File: config.mk
export PLATFORM = sky130hd
export DESIGN_NAME = stream_demux_1_4
export DESIGN_NICKNAME = d
export VERILOG_FILES = /design/src/rtl/demux_pkg.sv /design/src/rtl/demux_slot.sv /design/src/rtl/stream_demux_1_4.sv
export SDC_FILE = /design/constraint.sdc
export NUM_CORES = 1
export LEC_CHECK = 0
export CAP_MARGIN = 0
export CORE_MARGIN = 3
export CORE_UTILIZATION = 41
export CTS_CLUSTER_DIAMETER = 60
export DETAILED_ROUTE_END_ITERATION = 8
export PLACE_DENSITY = 0.75
export SYNTH_ARGS = -nofsm -noshare
export SYNTH_HDL_FRONTEND = slang
export SYNTH_SLANG_ARGS = --single-unit
File: constraint.sdc
create_clock -name clk -period 1.65 [get_ports clk]
set_input_delay 0.33 -clock clk [delete_from_list [all_inputs] [get_ports clk]]
set_output_delay 0.33 -clock clk [all_outputs]
set_load 0.01 [all_outputs]
File: src/rtl/demux_pkg.sv
// Shared constants and lock-state encoding for the 1-to-4 stream demultiplexer.
package demux_pkg;

  localparam int NUM_OUT = 4;
  localparam int SEL_W   = 2;

  typedef enum logic {
    IDLE   = 1'b0,
    LOCKED = 1'b1
  } lock_state_t;

endpackage

File: src/rtl/demux_slot.sv
// One-entry output holding register: load writes a beat, drain empties it,
// load and drain together replace the beat so a ready sink sees one per cycle.
module demux_slot #(
  parameter int DATA_W = 8
) (
  input  logic              clk,
  input  logic              rst,
  input  logic              load,
  input  logic              drain,
  input  logic [DATA_W-1:0] load_data,
  input  logic              load_last,
  output logic              valid,
  output logic [DATA_W-1:0] data,
  output logic              last
);

  always_ff @(posedge clk or posedge rst) begin
    if (rst) begin
      valid <= 1'b0;
      data  <= '0;
      last  <= 1'b0;
    end else if (load) begin
      valid <= 1'b1;
      data  <= load_data;
      last  <= load_last;
    end else if (drain) begin
      // Data and last are left as-is; they are don't-care while valid is low.
      valid <= 1'b0;
    end
  end

endmodule

File: src/rtl/stream_demux_1_4.sv
// Packet-aware 1-to-4 stream demultiplexer. The route is taken from in_sel on
// the first beat of a packet and locked until the beat carrying in_last.
//
// Handshake: a beat moves across any valid/ready pair on the rising clk edge
// where both are high; valid never waits on ready, and once a port raises
// out_valid its data and last hold until out_ready is seen high.
module stream_demux_1_4
  import demux_pkg::*;
#(
  parameter int DATA_W = 8
) (
  input  logic                      clk,
  input  logic                      rst,
  input  logic                      in_valid,
  output logic                      in_ready,
  input  logic [DATA_W-1:0]         in_data,
  input  logic [SEL_W-1:0]          in_sel,
  input  logic                      in_last,
  output logic [NUM_OUT-1:0]        out_valid,
  input  logic [NUM_OUT-1:0]        out_ready,
  output logic [NUM_OUT*DATA_W-1:0] out_data,
  output logic [NUM_OUT-1:0]        out_last,
  output logic                      busy
);

  lock_state_t        state_q, state_d;
  logic [SEL_W-1:0]   lock_sel_q, lock_sel_d;
  logic [SEL_W-1:0]   route;
  logic               accept;
  logic [NUM_OUT-1:0] load;
  logic [NUM_OUT-1:0] drain;

  // in_sel only matters while no packet is in flight.
  assign route    = (state_q == LOCKED) ? lock_sel_q : in_sel;
  assign in_ready = !rst && (!out_valid[route] || out_ready[route]);
  assign accept   = in_valid && in_ready;

  // State register.
  always_ff @(posedge clk or posedge rst) begin
    if (rst) begin
      state_q    <= IDLE;
      lock_sel_q <= '0;
    end else begin
      state_q    <= state_d;
      lock_sel_q <= lock_sel_d;
    end
  end

  // Next-state logic.
  always_comb begin
    state_d    = state_q;
    lock_sel_d = lock_sel_q;
    case (state_q)
      IDLE: begin
        if (accept && !in_last) begin
          state_d    = LOCKED;
          lock_sel_d = route;
        end
      end
      LOCKED: begin
        if (accept && in_last) begin
          state_d = IDLE;
        end
      end
      default: state_d = IDLE;
    endcase
  end

  // Output logic.
  always_comb begin
    busy = (state_q == LOCKED);
    load = '0;
    if (accept) begin
      load[route] = 1'b1;
    end
    drain = out_valid & out_ready;
  end

  for (genvar i = 0; i < NUM_OUT; i++) begin : g_slot
    demux_slot #(
      .DATA_W(DATA_W)
    ) u_slot (
      .clk      (clk),
      .rst      (rst),
      .load     (load[i]),
      .drain    (drain[i]),
      .load_data(in_data),
      .load_last(in_last),
      .valid    (out_valid[i]),
      .data     (out_data[i*DATA_W +: DATA_W]),
      .last     (out_last[i])
    );
  end

endmodule

==> run metrics, run 1 <==
status=finished, violations left; failing checks=setup timing; CP endpoint kind=primary output; Fmax=513 MHz; fin area=2990 um2; I/O pins=60; met3 WL=294 um; Core ar.=4170 um2; clk_lat worst skew=0.28 ns; Non-Filler Instances=259; critical path cell sequence=mux2i_4 -> mux2i_2 -> mux2_4 -> nor2_2 -> buf_2; register area=1080 um2; switching power=1.42 mW; Worst Skew=0.00325 ns; vias per cell=5.04; Num CTS Buffers=5; Syn Nets=143; pwr/cell area=1630 nW/um2; clock share of power=13.3%; Worst-path clk slew=0.07 ns; deepest level of the CTS H-tree=2; met2 wire len=2.23 mm; Placed Cells=248; Worst path slowest cell=dfrtp_2; number of DRC markers in iteration 0=64; top post-synthesis cells by area=dfrtp_1, mux2_2, buf_4; vias in the first global route=1521; PnR worst setup slack=-0.300 ns; nets=227; Final Hold Slack=0.391 ns; port bufs=59; Layout area overhead=62.0%; Sw Ratio=29.3%; crit path time final=1.95 ns; Reg2Reg Capture Point=g_slot[3].u_slot.data[1]$_DFFE_PP0P_; leakage=1.33 nW; Yosys top cell by area=dfrtp_1; GP Congestion=0.839; first-pass GRT wire length=7.74 mm; Int Power=3.43 mW; Worst Hold Depth=2; max_cap viols=0; Hold Crit Endpoint=lock_sel_q[1]$_DFFE_PP0P_; syn_area_per_cell=14.7 um2; Crit Path Category=flop to primary output; DR DRC count=0; share of layout cells above drive strength 1=44.0%; total grt overflow=0; Initial Utilization=44.2%; Rel. slew slack=65.9%; crit share post-route=118%; cell count after synthesis=125; via count=1306; final wirelength=4.67 mm; area used by multi-input combinational logic=857 um2; CP max stage delay=0.42 ns; clock buffer depth=2; highest routed layer=met4; Final setup viols=38; Worst Min Path Start=in_sel[1]; Num Clock Sinks=43; Worst Path Required=1.32 ns; Tightest Pin Transition=0.505 ns; post-synthesis cell type count=22; Startpoint Class=flop; Synth Cell Area=1840 um2; worst-path fanout max=3; unrepaired setup endpoints after global routing=yes; Yosys reg bits=43; sequential area share after synthesis=58.4%; Worst Hold Class=primary input to flop; Slew Limit Fails=0; wl on met1=2.11 mm; Final Hold Fails=0; sequential power share=37.7%; DIE AREA=5340 um2; largest net degree at the start of global routing=44; cells on worst reg2reg path=7; Die W=73.0 um; Post-DRT Antenna Nets=0; # diodes=0; CTS tree=yes; gr usage total=19.1%; CTS root buffer=clkbuf_8; Ys Warns=0; antenna violations before repair=0; DR WL/cell=18.0 um; combinational share of power=49.0%; 1st-pass router iterations=4; dpl cell area=2660 um2; DP HPWL=3.23 mm; R2R Setup Slk=-0.25 ns; Die Height=73.0 um; top-area cell type share of the netlist area=58.4%; IR drop worst, VDD=0.00110 V; Worst EP arrival=1.62 ns; row cnt=23; Filler cells=267
==> layout by cell type, fill, tap and decap left out, drive strengths merged, types with 2 or more instances in the layout <==
cell,n
mux2,38
nand2b,7
clkinv,2
buf,29
mux2i,4
o21ai,2
clkbuf,7
clkdlybuf4s50,56
nor2,2
nor3b,2
o22ai,2
nand2,4
dfrtp,43
==> cells by family after synthesis <==
kind of cell	share of synthesized area, %
AOI/OAI and AO/OA	2.99
buffers and inverters	5.09
DFF	58.4
muxes	26.7
and+or+nand+nor	6.79
==> worst max-delay path, delay by kind of cell (launching register included) <==
family                 cells  cell delay (ns)
buffers and inverters      1             0.14
DFF                        1             0.42
muxes                      3             0.75
and+or+nand+nor            1             0.03
==> power by group through the flow <==
stage          clock network (mW)  logic [mW]  registers [mW]
6_report                    0.646        2.38            1.83
4_1_cts                     0.662        2.37            1.83
3_3_place_gp                    0        2.04            1.80
5_1_grt                     0.724        2.51            1.88
2_1_floorplan                   0       0.748            1.97
3_5_place_dp                    0        2.09            1.83
==> flip-flops by register name, summed over array words and instances, names as in the netlist, named ones only <==
signal and flops:
g_slot.u_slot.data 32, g_slot.u_slot.last 4, g_slot.u_slot.valid 4, lock_sel_q 2
==> per-stage QoR <==
stage | utilization [%] | setup TNS, ns | setup WS (ns) | total power [mW]
after CTS | 70.8 | -7.93 | -0.353 | 4.87
after global routing | 71.5 | -9.12 | -0.382 | 5.12
final | 71.5 | -6.91 | -0.300 | 4.85
after detailed placement | 63.7 | -14.04 | -0.706 | 3.92
after floorplan | - | -1.91 | -0.111 | 2.72
after global placement | 63.7 | -13.00 | -0.674 | 3.84
==> synth_stat cells <==
cell type,count
o221ai_1,1
nor2b_1,1
nand4_2,1
nand2b_1,7
o21ai_0,2
nor4_1,1
nand2_1,4
dfrtp_1,43
nor2_1,2
o22ai_1,2
nand3_2,1
buf_4,10
mux2i_4,2
buf_6,1
o41a_1,1
inv_1,2
nor3b_1,2
o31ai_2,1
mux2_1,1
mux2_2,37
mux2i_1,2
nor4b_1,1
==> how the worst max path moves through the flow <==
stage                     cells past startpoint                                    to  slack (ns)  startpoint
after global routing                          6  g_slot[2].u_slot.data[0]$_DFFE_PP0P_       -0.38         rst
after global placement                        6                              in_ready       -0.67   in_sel[1]
after detailed placement                      6                              in_ready       -0.71   in_sel[1]
final                                         5                              in_ready       -0.30        flop
after floorplan                               6  g_slot[2].u_slot.data[0]$_DFFE_PP0P_       -0.11        flop
after CTS                                     5                              in_ready       -0.35        flop
==> area by class of cell <==
type,count,area share (%)
Timing Repair Buffer,88,29.9
Sequential cell,43,36.1
Clock buffer,6,2.77
Clock inverter,1,0.168
Inverter,2,0.251
Multi-Input combinational cell,69,28.7
Tap cell,50,2.10
==> what timing repair did <==
| action | 4_1_cts | 5_1_grt |
|---|---|---|
| endpoints found under the hold margin | 0 | 0 |
| pin swaps | 4 | 4 |
| buffers inserted | 4 | 3 |
| setup endpoints to repair | 40 | 41 |
| gates cloned | 1 | 0 |
| hold buffers | 0 | 0 |
| resized for setup | 45 | 11 |
==> layer usage <==
metal	GRT usage, %	up-vias
li1	-	600
met1	26.0	648
met2	30.2	50
met3	5.79	8
met4	4.30	0
met5	0	-
Note: power is estimated with default switching activity, not from simulation.
==> run 2, diff against run 1 <==
--- a/config.mk
+++ b/config.mk
@@ -13,4 +13,5 @@
 export PLACE_DENSITY = 0.75
 export SYNTH_ARGS = -nofsm -noshare
 export SYNTH_HDL_FRONTEND = slang
+export SYNTH_HIERARCHICAL = 1
 export SYNTH_SLANG_ARGS = --single-unit
==> run 2 against run 1 <==
The run still ends with setup timing left. Non-clock buffer count up 4. Critical path depth up 3. Worst hold slack improved by 0.016 ns. Register-to-register slack got worse by 0.13 ns. Sequential power grew 5%. Design area increased by 3.9%. Critical path type is now flop to flop.
==> run metrics, run 2 <==
most numerous cell in the Yosys netlist=dfrtp_1; syn_area_per_cell=15.5 um2 (+5.0%); crit path time final=2.03 ns (+0.0787 ns); Int Power=4.16 mW (+21%); deepest level of the CTS H-tree=2 (unchanged); Worst path slowest cell=dfrtp_2; Non-Filler Instances=272 (+5.0%); Ys Warns=6 (+6); cell count after synthesis=124 (-0.80%); port bufs=59 (unchanged); clock buffer depth=2 (unchanged); Final Hold Slack=0.407 ns (+0.0163 ns); GP Congestion=0.861 (+2.7%); max_cap viols=0 (unchanged); clock share of power=14.1% (+0.8 points); critical path cell sequence=buf_6 -> mux2i_2 -> a311o_2 -> buf_6 -> nor2_4 -> buf_12 -> buf_8 -> mux2_4; Sw Ratio=30.2% (+0.88 points); Post-synth top cells=dfrtp_1, mux2_4, inv_1; Fmax=493 MHz (-3.9%); Num Clock Sinks=43 (unchanged); Final setup viols=43 (+13%); Num CTS Buffers=5 (unchanged); Core Util, Final=69.8% (-1.7 points); Syn Nets=142 (-0.70%); post-synthesis cell type count=21 (-4.5%); # diodes=0 (unchanged); nets=237 (+4.4%); Tightest Pin Transition=0.436 ns (-0.0694 ns); Post-synth EDFFs=0 (unchanged); Worst Hold Class=primary input to asynchronous set/reset pin; Crit Path Category=flop to flop; Top reg by flops=g_slot.u_slot/data; Initial Utilization=43.2% (-0.95 points); Layout area overhead=61.6%; vias in the first global route=1531 (+0.66%); I/O pins=60 (unchanged); DIE AREA=5540 um2 (+3.9%); top post-synthesis cells by area=dfrtp_1, mux2_4, buf_6; final wirelength=5.16 mm (+10%); Worst Skew=0.00524 ns (+0.00200 ns); Core ar.=4440 um2 (+6.5%); first-pass GRT wire length=7.92 mm (+2.3%); IR drop worst, VDD=0.00107 V (-2.3%); worst-path fanout max=5 (+2); leakage=1.45 nW (+9.3%); Final Hold Fails=0 (unchanged); unrepaired setup endpoints after global routing=yes; largest net degree at the start of global routing=14 (-68%); vias per cell=5.02 (-0.48%); DR WL/cell=19.0 um (+5.2%); row cnt=24 (+4.3%); failing checks=setup timing; Rel. slew slack=70.9% (+5.1 points); gr usage total=19.1% (-0.049 points); largest registers=g_slot.u_slot/data: 32 flops, g_slot.u_slot/last: 4 flops, g_slot.u_slot/valid: 4 flops; Yosys top cell by area=dfrtp_1; top-area cell type share of the netlist area=56.0% (-2.4 points); Post-DRT Antenna Nets=0 (unchanged); Largest register FFs=32 (unchanged); pre-CTS setup slack=-0.783 ns (-0.0769 ns); Die Height=74.4 um (+1.9%); pwr/cell area=1920 nW/um2 (+18%); sequential area share after synthesis=56.0% (-2.4 points); Die W=74.4 um (+1.9%); Post-synth top flop=dfrtp_1; Final TNS setup=-12.54 ns (-5.63 ns); number of DRC markers in iteration 0=91 (+42%); CTS root buffer=clkbuf_8; antenna violations before repair=0 (unchanged); Placed Cells=248 (unchanged); 1st-pass router iterations=4 (unchanged); DR DRC count=0 (unchanged); via count=1365 (+4.5%); status=finished, violations left; combinational share of power=53.6% (+4.6 points); Worst-path clk slew=0.08 ns (about the same); crit-path most repeated cell=buf_6; Yosys reg bits=43 (unchanged); ys async rst share=100% (unchanged); most frequent cells in the layout=clkdlybuf4s50_1, dfrtp_1, mux2_4; CTS tree=yes; Synth Cell Area=1920 um2 (+4.2%); Startpoint Class=flop; Slew Limit Fails=0 (unchanged); crit share post-route=123% (+4.8 points); CP endpoint kind=flop; sequential power share=32.4% (-5.3 points); PnR worst setup slack=-0.378 ns (-0.0787 ns); clk_lat worst skew=0.29 ns (about the same); DP HPWL=3.41 mm (+5.4%); most common cell after layout, fill and taps aside=clkdlybuf4s50_1; CP max stage delay=0.44 ns (+0.02 ns); share of layout cells above drive strength 1=45.0% (+0.98 points); total grt overflow=0 (unchanged); switching power=1.80 mW (+27%); Worst EP arrival=2.21 ns (+0.59 ns); Worst Path Required=1.83 ns (+0.51 ns)
[run 2: cell count changes after synthesis, moves of 7 or more]
cell,delta
mux2_2,-37
mux2_4,+36
buf_4,-10
inv_1,+10
nand2b_1,-7
[run 2: layer usage]
metal,vias up,wire length (um),share of wire [%],global-route usage (%)
li1,612,-,-,-
met1,709,2190,42,24.5
met3,6,197,3.8,3.11
met5,-,0,0,0
met4,0,49,0.95,5.14
met2,38,2730,53,33.3
[run 2: path summary, 6_finish.rpt]
| check | to | slack (ns) | startpoint | cells after the start |
|---|---|---|---|---|
| setup / recovery | g_slot[1].u_slot/data[6]$_DFFE_PP0P_ | -0.38 | flop | 8 |
| hold / removal | lock_sel_q[1]$_DFFE_PP0P_ | 0.41 | rst | 3 |
| setup reg to reg | g_slot[1].u_slot/data[6]$_DFFE_PP0P_ | -0.38 | flop | 8 |
| hold reg to reg | g_slot[1].u_slot/data[5]$_DFFE_PP0P_ | 0.51 | g_slot[1].u_slot/data[5]$_DFFE_PP0P_ | 1 |
| max in group asynchronous | g_slot[2].u_slot/data[7]$_DFFE_PP0P_ | 0.79 | rst | 3 |
| min in group clk | g_slot[1].u_slot/data[5]$_DFFE_PP0P_ | 0.51 | g_slot[1].u_slot/data[5]$_DFFE_PP0P_ | 1 |
[run 2: layout make-up]
class                      count  area, um2
clock inverter                 2       35.0
clock buffer                   6       82.6
multi-input combinational     65        835
sequential                    43       1080
timing repair buffer          92        963
inverter                      12       45.0
fill                         297       1340
tap                           52       65.1
[run 2: metrics by stage]
stage,area [um2],total power [mW]
floorplan,1940,3.24
global placement,2720,4.67
detailed placement,2720,4.75
CTS,3070,5.92
global route,3100,6.28
finish,3100,5.97
[run 2: worst max-delay path: cells and delay by family (launching register included)]
kind            cells  cell delay (ns)
flops               1             0.44
buf+inv             4             0.53
compound gates      1             0.39
mux                 2             0.43
simple gates        1             0.12
[run 2: repair_timing]
item | CTS | global route
gates resized for setup | 24 | 14
setup buffers | 14 | 2
gates cloned | 2 | 1
setup endpoints to repair | 44 | 49
hold buffers | 0 | 0
pin swaps | 6 | 4
[run 2: logic make-up after synthesis]
logic type	count (synthesis)	synth area share (%)
DFF	43	56.0
muxes	40	30.5
buffers and inverters	16	4.69
and+or+nand+nor	14	4.04
AOI/OAI and AO/OA	11	4.76
[run 2: power groups by stage]
stage                     Clock [mW]  Combinational (mW)  Sequential [mW]
after global routing           0.914                3.37             1.99
final                          0.840                3.20             1.93
after global placement             0                2.75             1.92
after floorplan                    0                1.10             2.13
after CTS                      0.852                3.15             1.92
after detailed placement           0                2.81             1.94
==> run 3, diff against run 2 <==
--- a/config.mk
+++ b/config.mk
@@ -11,6 +11,7 @@
 export CTS_CLUSTER_DIAMETER = 60
 export DETAILED_ROUTE_END_ITERATION = 8
 export PLACE_DENSITY = 0.75
+export RECOVER_POWER = 100
 export SYNTH_ARGS = -nofsm -noshare
 export SYNTH_HDL_FRONTEND = slang
 export SYNTH_HIERARCHICAL = 1
==> run 3 against run 2 <==
The flow still finishes with violations (setup timing). Design area decreased by 0.48%. Critical path depth unchanged. Count of clock-buffer cells in the layout unchanged. Register-to-register slack about the same. Sequential share of layout area increased by 0.17 points. Sequential power about the same. Global-route usage unchanged. Clock power about the same. Critical endpoint unchanged. Largest cell class unchanged. Largest power group unchanged.
==> run metrics, run 3 (synthesis gave the netlist of run 2 again) <==
clk_lat worst skew=0.29 ns (about the same); sequential power share=32.5% (about the same); DIE AREA=5540 um2 (unchanged); Num CTS Buffers=5 (unchanged); antenna violations before repair=0 (unchanged); deepest level of the CTS H-tree=2 (unchanged); status=finished, violations left; Final Hold Fails=0 (unchanged); PnR worst setup slack=-0.378 ns (+0.000104 ns); first-pass GRT wire length=7.92 mm (unchanged); Worst-path clk slew=0.08 ns (about the same); Slew Limit Fails=0 (unchanged); Fmax=493 MHz (about the same); CP max stage delay=0.44 ns (about the same); crit path time final=2.03 ns (-0.000104 ns); combinational share of power=53.3% (-0.3 points); Die W=74.4 um (unchanged); final wirelength=5.15 mm (-0.29%); CP endpoint kind=flop; Initial Utilization=43.2% (unchanged); CTS tree=yes; 1st-pass router iterations=4 (unchanged); nets=237 (unchanged); switching power=1.80 mW (-0.23%); Largest register FFs=32 (unchanged); Layout area overhead=60.8%; DR DRC count=0 (unchanged); IR drop worst, VDD=0.00102 V (-4.6%); I/O pins=60 (unchanged); largest net degree at the start of global routing=14 (unchanged); crit-path most repeated cell=buf_6; Core ar.=4440 um2 (unchanged); unrepaired setup endpoints after global routing=yes; Tot Pwr=5.92 mW (-0.82%); leakage=1.40 nW (-3.8%); Die Height=74.4 um (unchanged); most common cell after layout, fill and taps aside=clkdlybuf4s50_1; Hold Buf Count CTS=0 (unchanged); Worst Path Required=1.83 ns (about the same); total grt overflow=0 (unchanged); Int Power=4.12 mW (-1.1%); clock share of power=14.2% (about the same); max_cap viols=0 (unchanged); GP Congestion=0.861 (unchanged); via count=1370 (+0.37%); number of DRC markers in iteration 0=91 (unchanged); Worst Skew=0.00521 ns (-0.0000366 ns); R2R Setup Slk=-0.38 ns (about the same); largest registers=g_slot.u_slot/data: 32 flops, g_slot.u_slot/last: 4 flops, g_slot.u_slot/valid: 4 flops; Top reg by flops=g_slot.u_slot/data; pwr/cell area=1920 nW/um2 (-0.34%); Post-DRT Antenna Nets=0 (unchanged); vias in the first global route=1531 (unchanged); Worst path slowest cell=dfrtp_2; crit share post-route=123% (about the same); Sw Ratio=30.4% (+0.18 points); Crit Path Category=flop to flop; Rel. slew slack=70.9% (about the same); Final TNS setup=-12.87 ns (-0.327 ns); Worst Min Path Start=g_slot[2].u_slot/data[0]$_DFFE_PP0P_; Worst EP arrival=2.21 ns (about the same); DR WL/cell=18.9 um (-0.29%); vias per cell=5.04 (+0.37%); # diodes=0 (unchanged); share of layout cells above drive strength 1=44.1% (-0.91 points); most frequent cells in the layout=clkdlybuf4s50_1, dfrtp_1, mux2_4; Final setup viols=43 (unchanged); Worst Hold Class=flop to flop; gr usage total=19.1% (unchanged); Startpoint Class=flop; CTS root buffer=clkbuf_8; port bufs=59 (unchanged); Num Clock Sinks=43 (unchanged); worst-path fanout max=5 (unchanged); DP HPWL=3.41 mm (unchanged); Tightest Pin Transition=0.437 ns (+0.00104 ns); critical path cell sequence=buf_6 -> mux2i_2 -> a311o_2 -> buf_6 -> nor2_4 -> buf_12 -> buf_8 -> mux2_4; row cnt=24 (unchanged); clock buffer depth=2 (unchanged); failing checks=setup timing
## run 3: layout make-up
type / instances / area, um2
Tap cell: 52 / 65.1
Clock inverter: 2 / 35.0
Sequential cell: 43 / 1080
Multi-Input combinational cell: 65 / 835
Inverter: 12 / 45.0
Clock buffer: 6 / 82.6
Fill cell: 304 / 1360
Timing Repair Buffer: 92 / 948
## run 3: metal layers
metal	wire length, um	GRT usage (%)	vias up
met5	0	0	-
met4	49	5.14	0
met3	193	3.11	6
met1	2180	24.5	711
met2	2730	33.3	40
li1	-	-	613
## run 3: power by group through the flow
stage          clock network (mW)  logic, mW  registers [mW]
6_report                    0.840       3.15            1.93
5_1_grt                     0.914       3.33            1.98
4_1_cts                     0.852       3.15            1.92
3_5_place_dp                    0       2.81            1.94
3_3_place_gp                    0       2.75            1.92
2_1_floorplan                   0       1.10            2.13
## run 3: repair_timing
action                     CTS  global route
gates cloned                 2             1
resized for setup           24            14
setup endpoints to repair   44            49
buffers inserted            14             2
pin swaps                    6             4
## run 3: critical path, delay by kind of cell, from the launching register on
kind	cells	cell delay [ns]
flip-flops	1	0.44
AO/OA/AOI/OAI	1	0.39
buffers and inverters	4	0.53
AND/OR/NAND/NOR	1	0.12
multiplexers	2	0.43
## run 3: through the flow
step                instance area, um2  utilization (%)  setup WS (ns)  std cells  hold WS [ns]
floorplan                         1940                -         -0.219        124        0.0998
global placement                  2720             61.3         -0.704        248         0.495
detailed placement                2720             61.3         -0.783        248         0.495
CTS                               3070             69.1         -0.352        271         0.331
global route                      3090             69.5         -0.421        272         0.500
finish                            3090             69.5         -0.378        272         0.510
## run 3: path summary, 6_finish.rpt
path,end,cells after the start
setup / recovery,g_slot[1].u_slot/data[6]$_DFFE_PP0P_,8
hold / removal,g_slot[2].u_slot/data[0]$_DFFE_PP0P_,1
setup reg to reg,g_slot[1].u_slot/data[6]$_DFFE_PP0P_,8
hold reg to reg,g_slot[2].u_slot/data[0]$_DFFE_PP0P_,1
max in group asynchronous,g_slot[2].u_slot/data[7]$_DFFE_PP0P_,3
min in group asynchronous,lock_sel_q[1]$_DFFE_PP0P_,3
